==> src/rtl/connect4_pkg.sv <==
// Shared constants, drop-strobe encodings and FSM state type for the
// Connect-4 turn controller that drives ColumnsCircuit.
package connect4_pkg;

  localparam logic [1:0] ST_HOLD = 2'b00;
  localparam logic [1:0] ST_P1   = 2'b01;
  localparam logic [1:0] ST_P2   = 2'b10;

  localparam int unsigned BOARD_CELLS = 16;
  localparam int unsigned N_COLUMNS   = 4;

  typedef enum logic [2:0] {
    S_SELECT,
    S_ARMED,
    S_COMMIT,
    S_CHECK,
    S_OVER
  } fsm_state_e;

  // True when exactly one bit of the column vector is set.
  function automatic logic is_one_hot(input logic [N_COLUMNS-1:0] v);
    return (v != '0) && ((v & (v - 1'b1)) == '0);
  endfunction

endpackage

==> src/rtl/btn_debounce.sv <==
// Two-flop synchroniser, stable-level debounce counter and rising-edge
// detector for one raw push button; press is a single-cycle event.
module btn_debounce #(
  parameter int unsigned DEBOUNCE_CYCLES = 16,
  parameter int unsigned CNT_W           = 5
) (
  input  logic clk,
  input  logic reset,
  input  logic btn_raw,
  output logic press
);

  logic             sync1_q, sync2_q;
  logic             level_q, level_d;
  logic             press_q, press_d;
  logic [CNT_W-1:0] cnt_q, cnt_d;

  // Counter runs only while the synchronised input disagrees with the
  // accepted level; any agreeing sample restarts the stability window.
  always_comb begin
    cnt_d   = '0;
    level_d = level_q;
    if (sync2_q != level_q) begin
      if (cnt_q == CNT_W'(DEBOUNCE_CYCLES - 1)) begin
        level_d = sync2_q;
      end else begin
        cnt_d = cnt_q + 1'b1;
      end
    end
    press_d = level_d & ~level_q;
  end

  always_ff @(posedge clk or negedge reset) begin
    if (!reset) begin
      sync1_q <= 1'b0;
      sync2_q <= 1'b0;
      level_q <= 1'b0;
      press_q <= 1'b0;
      cnt_q   <= '0;
    end else begin
      sync1_q <= btn_raw;
      sync2_q <= sync1_q;
      level_q <= level_d;
      press_q <= press_d;
      cnt_q   <= cnt_d;
    end
  end

  assign press = press_q;

endmodule

==> src/rtl/connect4_turn_controller.sv <==
// Turn controller: debounced buttons select a column, a confirm press issues
// a one-cycle drop strobe, and the ColumnsCircuit verdict advances the game.
module connect4_turn_controller
  import connect4_pkg::*;
#(
  parameter int unsigned DEBOUNCE_CYCLES = 16,
  parameter int unsigned CNT_W           = 5
) (
  input  logic                   clk,
  input  logic                   reset,
  input  logic [N_COLUMNS-1:0]   btn_column,
  input  logic                   btn_drop,
  input  logic                   btn_new_game,
  input  logic                   invalid_column,
  input  logic [BOARD_CELLS-1:0] in_gameboard,
  output logic [N_COLUMNS-1:0]   out_column,
  output logic [1:0]             state,
  output logic                   current_player,
  output logic [4:0]             move_count,
  output logic                   reject_pulse,
  output logic                   game_over
);

  localparam logic [4:0] MC_MAX = 5'(BOARD_CELLS);

  logic [N_COLUMNS-1:0] col_press;
  logic                 drop_press;
  logic                 new_game_press;
  logic                 col_ok;

  for (genvar i = 0; i < N_COLUMNS; i++) begin : g_col_db
    btn_debounce #(
      .DEBOUNCE_CYCLES(DEBOUNCE_CYCLES),
      .CNT_W          (CNT_W)
    ) u_col_db (
      .clk    (clk),
      .reset  (reset),
      .btn_raw(btn_column[i]),
      .press  (col_press[i])
    );
  end

  btn_debounce #(
    .DEBOUNCE_CYCLES(DEBOUNCE_CYCLES),
    .CNT_W          (CNT_W)
  ) u_drop_db (
    .clk    (clk),
    .reset  (reset),
    .btn_raw(btn_drop),
    .press  (drop_press)
  );

  btn_debounce #(
    .DEBOUNCE_CYCLES(DEBOUNCE_CYCLES),
    .CNT_W          (CNT_W)
  ) u_new_game_db (
    .clk    (clk),
    .reset  (reset),
    .btn_raw(btn_new_game),
    .press  (new_game_press)
  );

  fsm_state_e           fsm_q, fsm_d;
  logic [N_COLUMNS-1:0] out_column_q, out_column_d;
  logic                 player_q, player_d;
  logic [4:0]           move_count_q, move_count_d;
  logic                 reject;

  assign col_ok = is_one_hot(col_press);

  always_comb begin
    fsm_d        = fsm_q;
    out_column_d = out_column_q;
    player_d     = player_q;
    move_count_d = move_count_q;
    reject       = 1'b0;

    unique case (fsm_q)
      S_SELECT: begin
        if (col_ok) begin
          out_column_d = col_press;
          fsm_d        = S_ARMED;
        end
      end
      S_ARMED: begin
        if (drop_press) begin
          fsm_d = S_COMMIT;
        end else if (col_ok) begin
          out_column_d = col_press;
        end
      end
      S_COMMIT: begin
        fsm_d = S_CHECK;
      end
      S_CHECK: begin
        out_column_d = '0;
        if (invalid_column) begin
          reject = 1'b1;
          fsm_d  = S_SELECT;
        end else begin
          move_count_d = (move_count_q >= MC_MAX) ? MC_MAX : move_count_q + 1'b1;
          player_d     = ~player_q;
          fsm_d        = ((&in_gameboard) || (move_count_d == MC_MAX)) ? S_OVER : S_SELECT;
        end
      end
      S_OVER: begin
        fsm_d = S_OVER;
      end
      default: begin
        fsm_d = S_SELECT;
      end
    endcase

    // Restart wins over anything else decided this cycle.
    if (new_game_press) begin
      fsm_d        = S_SELECT;
      out_column_d = '0;
      player_d     = 1'b0;
      move_count_d = '0;
      reject       = 1'b0;
    end
  end

  always_ff @(posedge clk or negedge reset) begin
    if (!reset) begin
      fsm_q        <= S_SELECT;
      out_column_q <= '0;
      player_q     <= 1'b0;
      move_count_q <= '0;
    end else begin
      fsm_q        <= fsm_d;
      out_column_q <= out_column_d;
      player_q     <= player_d;
      move_count_q <= move_count_d;
    end
  end

  assign state          = (fsm_q == S_COMMIT) ? (player_q ? ST_P2 : ST_P1) : ST_HOLD;
  assign out_column     = out_column_q;
  assign current_player = player_q;
  assign move_count     = move_count_q;
  assign reject_pulse   = reject;
  assign game_over      = (fsm_q == S_OVER);

endmodule
==> config.mk <==
export PLATFORM = sky130hd
export DESIGN_NAME = connect4_turn_controller
export DESIGN_NICKNAME = d
export VERILOG_FILES = /design/src/rtl/connect4_pkg.sv /design/src/rtl/btn_debounce.sv /design/src/rtl/connect4_turn_controller.sv
export SDC_FILE = /design/constraint.sdc
export NUM_CORES = 1
export LEC_CHECK = 0
export ABC_AREA = 1
export BUFFER_PORTS_ARGS = -buffer_cell sky130_fd_sc_hd__buf_2
export CAP_MARGIN = 40
export CORE_MARGIN = 2
export CORE_UTILIZATION = 55
export CTS_BUF_LIST = sky130_fd_sc_hd__clkbuf_8 sky130_fd_sc_hd__clkbuf_16
export DETAILED_ROUTE_END_ITERATION = 10
export HOLD_SLACK_MARGIN = 0.03
export PLACE_DENSITY = 0.84
export REMOVE_ABC_BUFFERS = 1
export SLEW_MARGIN = 30
export SYNTH_ARGS = -nofsm -noshare
export SYNTH_HDL_FRONTEND = slang
export SYNTH_SLANG_ARGS = --single-unit
==> constraint.sdc <==
create_clock -name clk -period 1.5 [get_ports clk]
set_input_delay 0.225 -clock clk [delete_from_list [all_inputs] [get_ports clk]]
set_output_delay 0.225 -clock clk [all_outputs]
set_load 0.01 [all_outputs]
==> results by group, run 1 <==
Synth
  – Xor/xnor cell area share of the yosys netlist: 4.385%
  – Number of register bits inferred by synthesis: 67
  – Synthesized area: roughly 0.0028 mm^2
  – Area leader, netlist: dfrtp_1
  – Top-area cell type share of the netlist area: 59.96%
  – Sequential share of the synthesized area: 59.96%
  – Yosys cell types: 25
  – Synth Area in Adders: 3.579%
  – Main combinational cell family by area after synthesis: simple AND/OR/NAND/NOR gates
  – Top cells by area, synth: dfrtp_1 60%, nand2_1 6.0%, inv_1 5.0%
  – Post-Syn Instances: 284
  – Compound-Gate Fraction of Synth Area: 6.174%
  – Yosys Warn Count: 0
  – Synth Area in Simple Gates: roughly a fifth
  – Mean Syn Cell Area: approximately 9.8 um^2
  – Mux cell area share after synthesis: 0%

Pwr
  – Peak VDD IR: approximately 0.00083 V
  – Switching Fraction: 25.47%
  – Combinational power share: 11.1%
  – Reg power frac: between 50% and 60%
  – Internal: 2.938 mW
  – Psw: between 1 and 1.5 mW
  – Clk network pwr share: 37.9%
  – Lkg Pwr: ~1.8 nW
  – PwrDens: 1162 mW/mm^2

Min path
  – Worst hold path stage count: 4
  – Worst hold path class: input pin to register
  – WHS Endpoint: fsm_q[2]
  – HP Start: invalid_column

Layout
  – Area Overhead vs Synth: 21.30%
  – Fraction of layout cells with a size suffix above 1: 19.65%
  – Most common cell after layout, fill and taps aside: dfrtp_1
  – Diode count: 0
  – Nets: 374
  – Most frequent cells in the layout: 65 x dfrtp_1, 45 x nand2_1, 38 x buf_2
  – Finished Cell Area: 0.003392 mm^2

STA
  – Crit share post-route: between 90% and 100%
  – Fin crit period: about 1500 ps
  – Slew HR: 72.60%
  – Setup TNS: 0 ps
  – Setup ws final: between 10 and 15 ps
  – Pins Over Slew Limit: 0
  – Worst Tran Pin Value: 411.0 ps
  – Max Clk Rate: 0.6734 GHz
  – Worst Skew: roughly 12 ps
  – RSZ-0062 raised after global routing: true
  – Fin. Hold Viols: 0
  – Final setup fails: 0

Worst setup path
  – Worst r2r path cells: 7
  – Worst Path Required: 1270 ps
  – Critical Path Source Type: register
  – Reg-to-reg slack, setup: 120 ps
  – CP Max Fanout: 5
  – Crit path kind: register to output port
  – CP arrival: roughly 1300 ps
  – CP Capture Type: output port
  – Reg-to-reg startpoint: g_col_db[2].u_col_db.press
  – RR Endpoint: out_column[1]

Clocking
  – CTS tree: yes
  – Clock transition at path regs: 70 ps
  – Clk Latency, worst-skew pair: 340 ps
  – Total CTS buffers: 9
  – Root Driver: clkbuf_8
  – Clock H-tree levels: 3
  – CTS max path bufs: 2
  – Sink Count: 67

Routing
  – Detailed-route vias per instance: 4.973
  – Violation count after the first detailed-route iteration: between 100 and 150
  – Avg WL per Cell: 11.64 um
  – Routed Antenna Nets: 0
  – Drt first pass iters: 4
  – Drt drc: 0
  – Vias: ~2000
  – DRT Wirelength: 4809 um

Global routing
  – Vias in the first global route: roughly 2000
  – First-pass GRT wire length: 7997 um
  – Initial antenna violation count: 0
  – Gr usage total: 19.16%
  – GR Overflow Total: 0
  – Largest net degree at the start of global routing: 52

Outcome
  – Outcome: finished clean

Die
  – Die width: 75.31 um
  – Num ports: 39
  – Core box area: roughly 0.0048 mm^2
  – Die Span Y: 75.31 um
  – Die area: roughly 0.0057 mm^2
  – Std cell rows: 25
  – Initial Utilization: 58.05%

Placed design
  – Routability congestion estimate: 0.8946
  – Place WS: 149.8 ps
  – Post-placement cell area: between 0.003 and 0.004 mm^2
  – DP HPWL: 3404 um
  – I/O Buffers: 38

Run
  – MaxCap Viol Count: 0
[flip-flops by register name, summed over array words and instances (netlist names), 3 cells and up]
name and flops:
g_col_db.u_col_db.cnt_q 20, move_count 5, u_drop_db.cnt_q 5, u_new_game_db.cnt_q 5
g_col_db.u_col_db.level_q 4, g_col_db.u_col_db.press 4, g_col_db.u_col_db.sync1_q 4, g_col_db.u_col_db.sync2_q 4
out_column 4, fsm_q 3
[cells in the mapped netlist]
cell type,count
inv_1,37
xor2_1,7
o21a_1,1
nor2_1,29
a21oi_4,1
dfrtp_1,67
xnor2_1,7
nand3b_1,1
buf_2,1
nor3_1,15
nand4_1,7
nand3_2,1
a21oi_1,7
and3_1,6
nand2_2,2
or2_1,1
a22oi_2,1
o22ai_1,1
o21ai_0,17
o211a_1,1
inv_2,1
nand3_1,19
nor2_4,1
ha_1,8
nand2_1,45
[final cells by class]
type                    instances  area (um^2)
well taps                      67        83.83
repair buffers                 47        287.8
inverters                      38        142.6
multi-input cells             178        994.7
flip-flops and latches         67         1679
clock inverters                 5        52.55
clock buffers                  11        151.4
fillers                       363         1425
[critical path: stages, from the launching register on]
cell and delay [ps]:
dfrtp_1 410, inv_2 130, nand3_4 110, nor3_2 120, buf_2 150
[through the flow]
| step | hold WS (ps) | util (%) | cells | power (mW) |
|---|---|---|---|---|
| finish | 204.9 | 70.42 | 413 | 3.942 |
| global route | 215.5 | 70.42 | 413 | 4.138 |
| CTS | 193.2 | 70.00 | 413 | 3.965 |
| detailed placement | 179.7 | 64.21 | 390 | 2.449 |
| global placement | 175.2 | 64.21 | 390 | 2.419 |
| floorplan | -70.59 | - | 283 | 2.273 |
[what timing repair did]
item                                    in CTS  in global routing
endpoints found under the hold margin       22                  0
resized for setup                            2                  5
pin swaps                                    0                  1
endpoints found under the setup margin       1                  5
setup buffers                                0                  0
hold buffers                                 7                  0
[logic make-up (layout without fill, tap and decap cells)]
kind of cell             Yosys count  after routing
AND/OR/NAND/NOR                  127            127
flip-flops                        67             67
buffers and inverters             39            101
AO/OA/AOI/OAI                     29             29
XOR/XNOR                          14             14
adder cells (fa/ha/maj)            8              8
[metal layers]
metal / wire [um] / vias up / GRT usage [%]
li1: - / 1038 / -
met1: 2142 / 957 / 22.05
met2: 2342 / 51 / 32.08
met3: 247 / 8 / 7.672
met5: 0 / - / 0
met4: 77 / 0 / 7.797
[worst max path at each step]
| stage | startpoint | end | slack (ps) |
|---|---|---|---|
| after floorplan | move_count[0] | fsm_q[2] | 190 |
| final | fsm_q[2] | reject_pulse | 10 |
| after global placement | move_count[0] | fsm_q[2] | 210 |
| after detailed placement | move_count[0] | fsm_q[2] | 150 |
| after global routing | fsm_q[2] | reject_pulse | -40 |
| after CTS | fsm_q[2] | reject_pulse | -4 |
[power groups by stage]
stage	combinational, mW	sequential [mW]	clock [mW]
6_report	0.437	2.01	1.50
5_1_grt	0.500	2.02	1.62
4_1_cts	0.434	2.00	1.53
3_5_place_dp	0.418	2.03	0
3_3_place_gp	0.400	2.02	0
2_1_floorplan	0.248	2.03	0
Note: power is estimated with default switching activity, not from simulation.
==> run 2: changes to the inputs <==
--- a/config.mk
+++ b/config.mk
@@ -5,7 +5,6 @@
 export SDC_FILE = /design/constraint.sdc
 export NUM_CORES = 1
 export LEC_CHECK = 0
-export ABC_AREA = 1
 export BUFFER_PORTS_ARGS = -buffer_cell sky130_fd_sc_hd__buf_2
 export CAP_MARGIN = 40
 export CORE_MARGIN = 2
==> run 2 against run 1 <==
Against the previous run:
- the run now ends with setup timing left
- combinational power fell by 60%
- fmax fell by 6.3%
- sequential power fell by 5%
- critical path depth did not move
- register-to-register slack got worse by 200 ps
- highest routed layer unchanged
- wire length rose by 8.6%
- critical path type unchanged
- critical endpoint is now game_over
- design area rose by 4.1%
==> results by group, run 2 <==
Worst setup path
  – RR Endpoint: out_column[2]
  – Reg-to-reg startpoint: g_col_db[0].u_col_db.press
  – Reg-to-reg slack, setup: -80 ps (-200 ps)
  – Worst r2r path cells: 4 (-3)
  – CP startpoint: fsm_q[2]
  – CP Max Fanout: 3 (-2)
  – Crit path kind: register to output port
  – Critical Path Source Type: register
  – CP Capture Type: output port
  – Worst Path Required: 1270 ps (about the same)
  – CP arrival: 1360 ps (+100 ps)
  – Critical path endpoint: game_over

Clocking
  – CTS max path bufs: 2 (unchanged)
  – Clock transition at path regs: 80 ps (about the same)
  – Total CTS buffers: 9 (unchanged)
  – Root Driver: clkbuf_8
  – CTS tree: yes
  – Sink Count: 67 (unchanged)
  – Clock H-tree levels: 3 (unchanged)
  – Clk Latency, worst-skew pair: 350 ps (about the same)

Outcome
  – Failing checks: setup timing
  – Outcome: finished, violations left

Run
  – MaxCap Viol Count: 0 (unchanged)

Synth
  – Count leader, synth: dfrtp_1
  – Main synth FF type: dfrtp_1
  – Post-synth EDFFs: 0 (unchanged)
  – Number of register bits inferred by synthesis: 67 (unchanged)
  – Area leader, netlist: dfrtp_1
  – Yosys cell types: 39 (+56%)
  – Synthesized area: 0.002740 mm^2 (-2.0%)
  – Top cells by area, synth: dfrtp_1 61%, xor2_1 4.8%, nor2_1 4.0%
  – Post-Syn Instances: 226 (-20%)
  – Mean Syn Cell Area: 12.12 um^2 (+23%)
  – Ys async rst share: 100.0% (unchanged)
  – Top-area cell type share of the netlist area: 61.19% (+1.2 points)
  – Yosys Warn Count: 0 (unchanged)
  – Commonest cells post-synth: 67 x dfrtp_1, 29 x nor2_1, 15 x xor2_1, 14 x nand3_1, 10 x inv_1
  – Sequential share of the synthesized area: 61.19% (+1.2 points)

Placed design
  – DP HPWL: 3105 um (-8.8%)
  – I/O Buffers: 38 (unchanged)
  – Routability congestion estimate: 0.8774 (-1.9%)

Die
  – Die area: 0.005563 mm^2 (-1.9%)
  – Std cell rows: 25 (unchanged)
  – Initial Utilization: 57.63% (-0.42 points)
  – Core box area: 0.004755 mm^2 (-1.3%)
  – Die width: 74.59 um (-0.96%)
  – Num ports: 39 (unchanged)
  – Die Span Y: 74.59 um (-0.96%)

Layout
  – Most common cell after layout, fill and taps aside: dfrtp_1
  – Fraction of layout cells with a size suffix above 1: 32.78% (+13 points)
  – Largest register FFs: 20 (unchanged)
  – Diode count: 0 (unchanged)
  – Area Overhead vs Synth: 28.90%
  – Most frequent cells in the layout: 64 x dfrtp_1, 37 x buf_2, 28 x nor2_1
  – Biggest register: g_col_db.u_col_db.cnt_q
  – Nets: 330 (-12%)

Global routing
  – Vias in the first global route: 1842 (-6.4%)
  – Largest net degree at the start of global routing: 68 (+31%)
  – First-pass GRT wire length: 8286 um (+3.6%)
  – GR Overflow Total: 0 (unchanged)
  – Gr usage total: 20.75% (+1.6 points)
  – Initial antenna violation count: 0 (unchanged)

STA
  – Pins Over Slew Limit: 0 (unchanged)
  – Crit share post-route: 105.7% (+6.7 points)
  – Max Clk Rate: 0.6308 GHz (-6.3%)
  – Fin. Hold Viols: 0 (unchanged)
  – Fin Hold WS: 342.0 ps (+137.1 ps)
  – Setup ws final: -85.33 ps (-100.3 ps)
  – Fin crit period: 1585 ps (+100.3 ps)
  – Worst Tran Pin Value: 403.2 ps (-7.725 ps)
  – Final setup fails: 7 (+7)
  – RSZ-0062 raised after global routing: true
  – Slew HR: 72.92% (+0.32 points)
  – Worst Skew: 10.98 ps (-1.476 ps)

Routing
  – Vias: 1961 (-4.5%)
  – Detailed-route vias per instance: 5.314 (+6.9%)
  – Drt first pass iters: 4 (unchanged)
  – DRT Wirelength: 5221 um (+8.6%)
  – Drt drc: 0 (unchanged)
  – Routed Antenna Nets: 0 (unchanged)
  – Avg WL per Cell: 14.15 um (+22%)
  – Violation count after the first detailed-route iteration: 119 (-3.3%)

Pwr
  – Design Power: 3.704 mW (-6.0%)
  – Peak VDD IR: 0.0008009 V (-3.9%)
  – Lkg Pwr: 1.759 nW (-1.4%)
  – PwrDens: 1049 mW/mm^2 (-9.8%)

Min path
  – Worst hold path class: input pin to register
## run 2: cell count changes after synthesis, moves of 4 or more
cell / previous run / this run
xor2_1: 7 / 15
nor4b_1: 0 / 6
nor3_1: 15 / 2
nand3_1: 19 / 14
and2_1: 0 / 5
a22o_1: 0 / 4
nand2_1: 45 / 3
inv_1: 37 / 10
mux2_2: 0 / 6
o21ai_0: 17 / 9
## run 2: timing repair
action,4_1_cts,5_1_grt
hold buffers,7,0
endpoints found under the setup margin,8,13
pin swaps,6,6
hold endpoints to repair,73,0
gates resized for setup,15,8
buffers inserted,7,2
## run 2: layer usage
metal | part of all wire [%] | up-vias | wire [um] | track usage, %
li1 | - | 940 | - | -
met1 | 44 | 945 | 2288 | 25.14
met2 | 48 | 62 | 2494 | 32.84
met3 | 5.9 | 14 | 308 | 8.401
met4 | 2.5 | 0 | 129 | 9.325
met5 | 0 | - | 0 | 0
## run 2: area by class of cell
class / instances / area [um^2]
Sequential cell: 67 / 1680
Fill cell: 296 / 1222
Multi-Input combinational cell: 147 / 1100
Timing Repair Buffer: 62 / 414.1
Clock buffer: 9 / 123.9
Clock inverter: 7 / 92.59
Tap cell: 67 / 83.83
Inverter: 10 / 37.54
## run 2: stage by stage
step           TNS, ps  cells  area, um^2  utilization [%]  setup slack (ps)
3_5_place_dp    -179.1    338        3085            64.89            -55.81
4_1_cts         -578.5    368        3485            73.29            -95.64
6_report        -387.4    369        3532            74.29            -85.33
3_3_place_gp    -3.339    338        3085            64.89            -1.537
5_1_grt         -782.1    369        3532            74.29            -148.6
2_1_floorplan        0    224        2731                -            0.3006
## run 2: cell families (layout without fill, tap and decap cells)
group,after synthesis,in the layout,share of synthesized area [%]
buffers and inverters,12,88,1.689
flip-flops,67,67,61.19
AO/OA/AOI/OAI,27,27,6.758
multiplexers,6,6,2.466
XOR/XNOR,19,19,6.073
AND/OR/NAND/NOR,87,87,18.17
adder cells (fa/ha/maj),8,8,3.653
## run 2: worst min-delay path by stage
stage	from	end	slack, ps	depth (start not counted)
2_1_floorplan	reset	current_player	-70	0
3_3_place_gp	reset	u_new_game_db.cnt_q[1]	260	2
4_1_cts	invalid_column	move_count[3]	310	4
5_1_grt	g_col_db[3].u_col_db.sync1_q	g_col_db[3].u_col_db.sync2_q	360	0
3_5_place_dp	reset	u_new_game_db.cnt_q[1]	270	2
6_report	invalid_column	move_count[3]	340	4
## run 2: where the power goes
group	total [mW]	internal (mW)	switching, mW
logic	0.176	0.0860	0.0904
clock network	1.63	0.928	0.697
registers	1.90	1.86	0.0412
total	3.70	2.88	0.829
## run 2: worst max-delay path, stage by stage (launching register included)
cell     delay [ps]
dfrtp_1         460
inv_2            60
or3_4           340
inv_2            60
buf_6            90
==> run 3: changes to the inputs <==
--- a/config.mk
+++ b/config.mk
@@ -13,6 +13,7 @@
 export DETAILED_ROUTE_END_ITERATION = 10
 export HOLD_SLACK_MARGIN = 0.03
 export PLACE_DENSITY = 0.84
+export RECOVER_POWER = 25
 export REMOVE_ABC_BUFFERS = 1
 export SLEW_MARGIN = 30
 export SYNTH_ARGS = -nofsm -noshare
==> run 3 against run 2 <==
Against the previous run:
- the run still ends with setup timing left
- via count decreased by 0.36%
- utilization shrank 0.26 points
- fmax hardly changed
- design area fell by 0.35%
==> results by group, run 3 (synthesis results as in run 2) <==
Outcome
  – Outcome: finished, violations left
  – Failing checks: setup timing

Routing
  – DRT Wirelength: 5219 um (about the same)
  – Drt drc: 0 (unchanged)
  – Drt first pass iters: 4 (unchanged)
  – Vias: 1954 (-0.36%)
  – Avg WL per Cell: 14.14 um (about the same)
  – Violation count after the first detailed-route iteration: 112 (-5.9%)
  – Routed Antenna Nets: 0 (unchanged)
  – Detailed-route vias per instance: 5.295 (-0.36%)

Layout
  – Fin util: 74.03% (-0.26 points)
  – Finished Cell Area: 0.003520 mm^2 (-0.35%)
  – Biggest register: g_col_db.u_col_db.cnt_q
  – Most frequent cells in the layout: 64 x dfrtp_1, 37 x buf_2, 28 x nor2_1
  – Diode count: 0 (unchanged)
  – Nets: 330 (unchanged)
  – Area Overhead vs Synth: 28.45%
  – Largest register FFs: 20 (unchanged)
  – Most common cell after layout, fill and taps aside: dfrtp_1
  – Fraction of layout cells with a size suffix above 1: 32.78% (unchanged)

Placed design
  – DP HPWL: 3105 um (unchanged)
  – Routability congestion estimate: 0.8774 (unchanged)
  – Post-placement cell area: 0.003085 mm^2 (unchanged)
  – I/O Buffers: 38 (unchanged)

Die
  – Initial Utilization: 57.63% (unchanged)
  – Die width: 74.59 um (unchanged)
  – Core box area: 0.004755 mm^2 (unchanged)
  – Die Span Y: 74.59 um (unchanged)
  – Die area: 0.005563 mm^2 (unchanged)
  – Num ports: 39 (unchanged)
  – Std cell rows: 25 (unchanged)

Worst setup path
  – CP Capture Type: output port
  – Critical path cell sequence: inv_2 -> or3_4 -> inv_2 -> buf_6
  – Sum of buffers and inverters on the critical path: 3 (unchanged)
  – CP arrival: 1360 ps (about the same)
  – Critical Path Source Type: register
  – Max stage delay on crit path: 460 ps (about the same)
  – Crit path top cell by count: inv_2
  – Worst Path Required: 1270 ps (about the same)
  – Crit path kind: register to output port
  – CP Max Fanout: 3 (unchanged)
  – Crit path max-delay family: flip-flops
  – Critical Path Slowest Stage Cell: dfrtp_1

Clocking
  – Clock transition at path regs: 80 ps (about the same)
  – Sink Count: 67 (unchanged)
  – Clk Latency, worst-skew pair: 350 ps (about the same)
  – CTS max path bufs: 2 (unchanged)
  – Root Driver: clkbuf_8
  – CTS tree: yes
  – Total CTS buffers: 9 (unchanged)
  – Clock H-tree levels: 3 (unchanged)

Global routing
  – Gr usage total: 20.75% (unchanged)
  – Vias in the first global route: 1842 (unchanged)
  – First-pass GRT wire length: 8286 um (unchanged)
  – Initial antenna violation count: 0 (unchanged)
  – Largest net degree at the start of global routing: 68 (unchanged)
  – GR Overflow Total: 0 (unchanged)

Pwr
  – Psw: 826.9 uW (-0.24%)
  – Switching Fraction: 22.36% (about the same)
  – Clk network pwr share: 43.9% (about the same)
  – Internal: 2.872 mW (-0.14%)
  – PwrDens: 1051 mW/mm^2 (+0.19%)
  – Peak VDD IR: 0.0008010 V (about the same)
  – Lkg Pwr: 1.755 nW (-0.27%)
  – Reg power frac: 51.4% (about the same)
  – Combinational power share: 4.6% (-0.2 points)

STA
  – Worst Tran Pin Value: 859.0 ps (+455.8 ps)
  – RSZ-0062 raised after global routing: true
  – Setup TNS: -384.9 ps (+2.515 ps)
  – Worst Skew: 10.66 ps (-0.3236 ps)
  – Pins Over Slew Limit: 0 (unchanged)
  – Final setup fails: 7 (unchanged)
  – Slew HR: 42.73% (-30 points)
  – Crit share post-route: 105.6% (about the same)
  – Fin. Hold Viols: 0 (unchanged)
  – Max Clk Rate: 0.6310 GHz (about the same)
  – Setup ws final: -84.70 ps (+0.6304 ps)
  – Fin crit period: 1585 ps (-0.6304 ps)

Run
  – MaxCap Viol Count: 0 (unchanged)

Min path
  – Worst hold path class: input pin to register
==> run 3: changes by cell type in the layout (fill, tap and decap cells not counted), sizes merged <==
cell    delta
buf        -1
clkbuf     +1
==> run 3: timing repair <==
action	in CTS	in global routing
pin swaps	6	6
hold endpoints to repair	73	0
hold buffers	7	0
resized for setup	15	8
setup endpoints to repair	8	13
buffers inserted	7	2
==> run 3: worst register-to-register path: cells and delay by family, from the launching register on <==
family,cells,cell delay [ps]
flip-flops,1,410
AND/OR/NAND/NOR,2,850
AO/OA/AOI/OAI,2,260
==> run 3: final timing paths <==
kind,cells after the start,slack (ps),endpoint,startpoint
max,4,-80,game_over,fsm_q[2]
min in group asynchronous,3,640,u_drop_db.press,reset
max in group asynchronous,3,270,move_count[0],reset
min,4,340,move_count[3],invalid_column
max reg2reg,4,-80,out_column[2],g_col_db[0].u_col_db.press
min reg2reg,0,350,g_col_db[2].u_col_db.sync2_q,g_col_db[2].u_col_db.sync1_q
==> run 3: stage by stage <==
step                      setup slack, ps  hold WS [ps]  cells  total power, mW
after floorplan                    0.3006        -70.59    224            2.005
after global placement             -1.537         262.3    338            2.088
after detailed placement           -55.81         266.6    338            2.101
after CTS                          -95.64         306.7    368            3.728
after global routing               -148.6         357.1    369            3.847
final                              -84.70         342.0    369            3.698
==> run 3: metal layers <==
layer	global-route usage (%)	vias to the layer above	wire length, um
li1	-	940	-
met2	32.84	60	2492
met3	8.401	14	306
met5	0	-	0
met1	25.14	940	2288
met4	9.325	0	131
==> run 3: final cells by class <==
type,instances,area [um^2]
sequential,67,1680
fill,296,1235
multi-input combinational,147,1100
timing repair buffer,62,401.6
clock buffer,9,123.9
clock inverter,7,92.59
tap,67,83.83
inverter,10,37.54
==> run 3: power by group through the flow <==
| stage | Clock [mW] | Combinational (mW) | Sequential, mW |
|---|---|---|---|
| 2_1_floorplan | 0 | 0.0777 | 1.93 |
| 3_3_place_gp | 0 | 0.156 | 1.93 |
| 3_5_place_dp | 0 | 0.165 | 1.94 |
| 4_1_cts | 1.65 | 0.179 | 1.90 |
| 5_1_grt | 1.74 | 0.202 | 1.91 |
| 6_report | 1.62 | 0.172 | 1.90 |
